===== src/rtl/tr_step_ctrl.sv =====
// Tracking stepper-motor controller.
// Latches |x - x0| and the direction on each rising edge of data_valid, maps the
// distance to one of three step periods, and drives complete step pulses with a
// fixed high width. Stops in HOLD when on target, with deadzone hysteresis, and
// inserts a direction-setup gap whenever drv_dir changes.
//
// data_valid is a plain strobe with no back-pressure: a sample is taken on the
// first cycle it is seen high, and further high cycles are ignored until it has
// been low for at least one cycle.
module tr_step_ctrl #(
    parameter int W_IN      = 12,
    parameter int W_PER     = 17,
    parameter int DEADZONE  = 9,
    parameter int PER_FAST  = 800,
    parameter int PER_MID   = 39600,
    parameter int PER_SLOW  = 80000,
    parameter int PULSE_W   = 100,
    parameter int DIR_SETUP = 50,
    parameter int W_STEPS   = 16
) (
    input  logic               clk,
    input  logic               rst,
    input  logic               tr_mode_enable,
    input  logic               data_valid,
    input  logic [W_IN-1:0]    x,
    input  logic [W_IN-1:0]    x0,
    input  logic [W_IN-1:0]    dx1,
    input  logic [W_IN-1:0]    dx2,
    output logic               drv_step,
    output logic               drv_dir,
    output logic               drv_enable,
    output logic [W_PER-1:0]   period,
    output logic [1:0]         state_o,
    output logic [W_STEPS-1:0] step_count
);

    typedef enum logic [1:0] {
        S_IDLE       = 2'd0,
        S_TRACK      = 2'd1,
        S_DIR_CHANGE = 2'd2,
        S_HOLD       = 2'd3
    } state_t;

    localparam int W_SET = (DIR_SETUP > 1) ? $clog2(DIR_SETUP) : 1;

    localparam logic [W_SET-1:0]  SET_LAST = W_SET'(DIR_SETUP - 1);
    localparam logic [W_PER-1:0]  PW       = W_PER'(PULSE_W);
    localparam logic [W_PER-1:0]  PW_LAST  = W_PER'(PULSE_W - 1);
    localparam logic [W_PER-1:0]  P_FAST   = W_PER'(PER_FAST);
    localparam logic [W_PER-1:0]  P_MID    = W_PER'(PER_MID);
    localparam logic [W_PER-1:0]  P_SLOW   = W_PER'(PER_SLOW);
    localparam logic [W_IN-1:0]   DZ       = W_IN'(DEADZONE);
    localparam logic [W_PER-1:0]  ONE_PER  = W_PER'(1);

    // Sample path registers
    logic               dv_q;
    logic [W_IN-1:0]    adx;
    logic               dir_req;
    logic [W_PER-1:0]   period_next;

    // FSM / step engine registers and their next values
    state_t             state, state_n;
    logic [W_PER-1:0]   cnt, cnt_n;
    logic [W_SET-1:0]   set_cnt, set_cnt_n;
    logic [W_PER-1:0]   period_r, period_n;
    logic               dir_r, dir_n;
    logic [W_STEPS-1:0] steps_r, steps_n;

    logic               step_hi;
    logic               boundary;

    // Latch distance and direction on the data_valid rising edge; zone the
    // registered distance into the period for the next step.
    always_ff @(posedge clk or posedge rst) begin
        if (rst) begin
            dv_q        <= 1'b0;
            adx         <= '0;
            dir_req     <= 1'b0;
            period_next <= P_SLOW;
        end else begin
            dv_q <= data_valid;
            if (data_valid && !dv_q) begin
                adx     <= (x >= x0) ? (x - x0) : (x0 - x);
                dir_req <= (x <= x0);
            end
            if (adx >= dx2) begin
                period_next <= P_FAST;
            end else if (adx >= dx1) begin
                period_next <= P_MID;
            end else if (adx != '0) begin
                period_next <= P_SLOW;
            end
        end
    end

    // FSM state, step counter, setup counter and output registers.
    always_ff @(posedge clk or posedge rst) begin
        if (rst) begin
            state    <= S_IDLE;
            cnt      <= '0;
            set_cnt  <= '0;
            period_r <= '0;
            dir_r    <= 1'b0;
            steps_r  <= '0;
        end else begin
            state    <= state_n;
            cnt      <= cnt_n;
            set_cnt  <= set_cnt_n;
            period_r <= period_n;
            dir_r    <= dir_n;
            steps_r  <= steps_n;
        end
    end

    assign step_hi  = (cnt < PW);
    assign boundary = (cnt == (period_r - ONE_PER));

    // Next-state logic: step boundaries, direction changes, hold and abort.
    always_comb begin
        state_n   = state;
        cnt_n     = cnt;
        set_cnt_n = set_cnt;
        period_n  = period_r;
        dir_n     = dir_r;
        steps_n   = steps_r;

        case (state)
            S_IDLE: begin
                period_n = '0;
                cnt_n    = '0;
                if (tr_mode_enable) begin
                    dir_n     = dir_req;
                    set_cnt_n = '0;
                    state_n   = S_DIR_CHANGE;
                end
            end

            S_DIR_CHANGE: begin
                if (!tr_mode_enable) begin
                    state_n  = S_IDLE;
                    period_n = '0;
                end else if (set_cnt == SET_LAST) begin
                    state_n  = S_TRACK;
                    cnt_n    = '0;
                    period_n = period_next;
                end else begin
                    set_cnt_n = set_cnt + 1'b1;
                end
            end

            S_TRACK: begin
                if (!tr_mode_enable) begin
                    // Let a pulse in progress finish its high phase; the
                    // aborted step is never counted.
                    if (step_hi && (cnt != PW_LAST)) begin
                        cnt_n = cnt + ONE_PER;
                    end else begin
                        state_n  = S_IDLE;
                        cnt_n    = '0;
                        period_n = '0;
                    end
                end else if (boundary) begin
                    steps_n  = steps_r + 1'b1;
                    cnt_n    = '0;
                    period_n = period_next;
                    if (adx == '0) begin
                        state_n = S_HOLD;
                    end else if (dir_req != dir_r) begin
                        dir_n     = dir_req;
                        set_cnt_n = '0;
                        state_n   = S_DIR_CHANGE;
                    end
                end else begin
                    cnt_n = cnt + ONE_PER;
                end
            end

            S_HOLD: begin
                if (!tr_mode_enable) begin
                    state_n  = S_IDLE;
                    period_n = '0;
                end else if (adx >= DZ) begin
                    if (dir_req == dir_r) begin
                        state_n  = S_TRACK;
                        cnt_n    = '0;
                        period_n = period_next;
                    end else begin
                        dir_n     = dir_req;
                        set_cnt_n = '0;
                        state_n   = S_DIR_CHANGE;
                    end
                end
            end

            default: begin
                state_n = S_IDLE;
            end
        endcase
    end

    assign drv_step   = (state == S_TRACK) && step_hi;
    assign drv_enable = (state == S_TRACK) || (state == S_DIR_CHANGE);
    assign drv_dir    = dir_r;
    assign period     = period_r;
    assign state_o    = state;
    assign step_count = steps_r;

endmodule

===== config.mk =====
export PLATFORM = sky130hd
export DESIGN_NAME = tr_step_ctrl
export DESIGN_NICKNAME = d
export VERILOG_FILES = /design/src/rtl/tr_step_ctrl.sv
export SDC_FILE = /design/constraint.sdc
export NUM_CORES = 1
export LEC_CHECK = 0
export CAP_MARGIN = 20
export CORE_ASPECT_RATIO = 1.2
export CORE_MARGIN = 4
export CORE_UTILIZATION = 50
export CTS_BUF_LIST = sky130_fd_sc_hd__clkbuf_8
export DETAILED_ROUTE_END_ITERATION = 16
export DONT_BUFFER_PORTS = 1
export GPL_TIMING_DRIVEN = 0
export SYNTH_ARGS = -nofsm -noshare
export SYNTH_HDL_FRONTEND = slang
export SYNTH_SLANG_ARGS = --single-unit

===== constraint.sdc =====
create_clock -name clk -period 3.8 [get_ports clk]
set_input_delay 0.57 -clock clk [delete_from_list [all_inputs] [get_ports clk]]
set_output_delay 0.57 -clock clk [all_outputs]
set_load 0.02 [all_outputs]

==> results.yml <==
pwr:
  p_per_area_nw_per_um2: 511
  p_switching_uw: 1150
  clock_power_share_pct: 25.0
  power.leakage_uw: 0.00281
  swShare_pct: 39.9
  combPwrFrac_pct: 41.0
  ir_drop_uv: 198
  p_seq_share_pct: 33.9
  p_int_uw: 1730
setup_path:
  crit_path_top_delay_cell: "dfrtp_1"
  cpLargestDelayFamily: "compound AO/OA/AOI/OAI gates"
  critical_path.max_fanout: 10
  cpMostUsedCell: "ha_1"
  cp.buffers_inverters: 3
  cp.arrival_ps: 3750
  crit_path_max_incr_delay_ps: 620
  required_ps: 4050
  endpoint_kind: "flip-flop"
  crit_chain: "inv_1 -> ha_1 -> ha_1 -> xnor2_1 -> a211oi_1 -> nand4_1 -> a2111o_1 -> o21bai_1 -> and2_1 -> buf_2 -> clkbuf_2 -> o21ai_0 -> a22o_1"
  crit_type: "reg2reg"
  cp-start-kind: "flip-flop"
route:
  wl_per_cell_um: 15.4
  vias_per_cell: 5.65
  drt_iter0_markers: 180
  drtPass1Iterations: 4
  routed_wl_mm: 11.4
  ant_nets: 0
  remaining_drc_errors: 0
  vias: 4180
sta:
  hold_viol: 0
  fin_hold_ws_ps: 227
  post-route-min-period_ps: 3500
  maxSlewHeadroom_pct: 44.8
  setup_tns_ps: 0
  worst_slew_pin_slew_ps: 827
  setup_viol: 0
  setup_slack_ps: 302
  rsz0062_at_grt: "no"
  post-route-period-util_pct: 92.0
  slew_viol_final: 0
  fmax_mhz: 286
  clock_skew_ps: 7.70
placed_design:
  hpwlAfterDp_mm: 8.93
  preCtsSetupSlack_ps: 182
  port_buffers: 0
  placed_area_um2: 5380
  routabilityCongestion: 0.869
cts:
  postCtsSetupBuffers: 0
  numCtsBuffers: 9
  clkLatencyLatePin_ps: 350
  cts_buffer_depth: 2
  cts_root_buffer: "clkbuf_8"
  path_clk_slew_ps: 80
  cts_tree: "built"
  numClockSinks: 66
  cts_max_level: 3
global_route:
  overflow: 0
  grt_max_degree: 67
  grt.total_usage_pct: 19.4
  grt_pass1_vias: 4126
  antenna_found_initial: 0
  grt_pass1_wl_mm: 19.0
logic_synthesis:
  synth_warnings: 0
  synth_fa_ha_area_share_pct: 14.7
  async_flop_share_pct: 100
  yosys.area.top_type_share_pct: 30.8
  yosys-top-cells-area: "dfrtp_1, ha_1, o21ai_0, inv_1, xor2_1"
  synth_top_family_by_area: "simple AND/OR/NAND/NOR gates"
  ys.flop_type: "dfrtp_1"
  netlist_area_um2: 5190
  synth_compound_area_share_pct: 17.9
  synth_xor_area_share_pct: 5.90
  yosysUniqueCellTypes: 57
  synth_edf_count: 0
  muxShareOfSynthArea_pct: 2.48
  ys_seq_elements: 66
  yosys.area_share.simple_pct: 19.6
  synth_area_leader_cell: "dfrtp_1"
  ys_seq_area_share_pct: 31.8
  synthCells: 592
  syn_avg_cell_area_um2: 8.77
worst_hold_path:
  min_path_type: "in2async"
layout:
  nets: 721
  diodes: 0
  final_area_um2: 5630
  area_growth_pct: 8.38
  drive_gt1_share_pct: 8.63
floorplanning:
  start_util_pct: 51.6
  rows: 40
  die_w_um: 101
  ios: 90
  die_height_um: 120
  core_um2: 10100
  die_area_um2: 12100
outcome:
  outcome: "complete, no violations"
job:
  cap_violations: 0
## kinds of logic after synthesis
kind of cell / after synthesis
and+or+nand+nor: 186
other: 1
xor gates and xnor gates: 35
AOI/OAI and AO/OA: 143
buffers and inverters: 89
adders and majority gates: 60
DFF: 66
muxes: 12
## worst paths after layout
check	from	endpoint	slack, ps	cells past startpoint
worst max register to register	period[9]$_DFFE_PP0P_	cnt[8]$_DFFE_PP0P_	300	13
worst max-delay path	period[9]$_DFFE_PP0P_	cnt[8]$_DFFE_PP0P_	300	13
min in group clk	data_valid	dv_q$_DFF_PP0_	240	0
max in group asynchronous	rst	period[15]$_DFFE_PP0P_	2960	1
worst min register to register	period_next[12]$_DFFE_PP1P_	period_next[12]$_DFFE_PP1P_	480	2
worst min-delay path	rst	set_cnt[5]$_DFFE_PP0P_	230	1
## state kept, by name, indices dropped and copies added (netlist names), 2 cells and up
name / count
period_next: 5
adx: 12
state_o: 2
period: 5
cnt: 17
set_cnt: 6
step_count: 16
## repair_timing
item,in CTS,in global routing
hold buffers,0,0
endpoints found under the setup margin,0,10
gates resized for setup,0,3
## power by group through the flow
stage               clock network, uW  logic (uW)  registers, uW
finish                            720        1180            977
global route                      765        1360            998
CTS                               738        1190            977
detailed placement                  0        1180            992
global placement                    0        1160            987
floorplan                           0         960            947
## per-stage QoR
stage                     utilization (%)  cells  power (uW)
after floorplan                         -    598        1910
after global placement               53.4    724        2150
after detailed placement             53.4    724        2170
after CTS                            55.8    740        2900
after global routing                 56.0    740        3120
final                                56.0    740        2880
## placed cells by master (no fill, tap or decap), types with 3 or more instances in the layout
cell	count
a211oi_1	6
a21o_1	7
a21oi_1	20
a221oi_1	3
a22o_1	15
a31oi_1	5
and2_1	9
and3_1	13
buf_2	3
buf_4	12
bufinv_16	3
clkbuf_1	7
clkbuf_8	9
conb_1	7
dfrtp_1	63
ha_1	58
inv_1	63
mux2_2	7
mux2i_1	5
nand2_1	36
nand2b_1	12
nand3_1	17
nand4_1	12
nor2_1	27
nor2b_1	15
nor3_1	14
nor4_1	12
o21a_1	3
o21ai_0	55
o2bb2ai_1	7
o31ai_1	6
or3_1	5
xnor2_1	14
xor2_1	21
## layer usage
layer	up-vias	global-route usage (%)	wire length, um
met5	-	0	0
li1	2117	-	-
met2	87	33.6	5830
met4	0	6.98	225
met3	19	3.90	566
met1	1957	23.6	4760
## final cells by class
cell class                 count  area (um^2)
fill                         958         4430
multi-input combinational    443         3190
sequential                    66         1660
inverter                      64          243
tap                          126          158
buffer                        25          144
clock buffer                   9          124
clock inverter                 7          118
## worst register-to-register path: stages, from the launching register on
cell      delay, ps
dfrtp_1         620
inv_1           120
ha_1            250
ha_1            310
xnor2_1         130
a211oi_1        180
nand4_1         130
a2111o_1        490
o21bai_1        170
and2_1          150
buf_2           220
clkbuf_2        250
o21ai_0         130
a22o_1          250
## Yosys cell counts (3+ instances only)
cell and number:
o21a_1 3, nand2b_1 12, mux2i_1 5, a31oi_1 5, or3_1 5, a21oi_1 20, xnor2_1 14, nor4_1 12
a21o_1 7, a221oi_1 3, and2_1 9, clkbuf_1 7, mux2_2 7, o31ai_1 7, ha_1 58, nand2_1 36
inv_1 64, a211oi_1 6, o21ai_0 55, xor2_1 21, o2bb2ai_1 7, buf_4 12, nand3_1 17, nand4_1 12
nor3_1 14, a22o_1 15, nor2_1 27, nor2b_1 15, and3_1 13, dfrtp_1 64, buf_2 3
(Power assumes the default switching activity.)
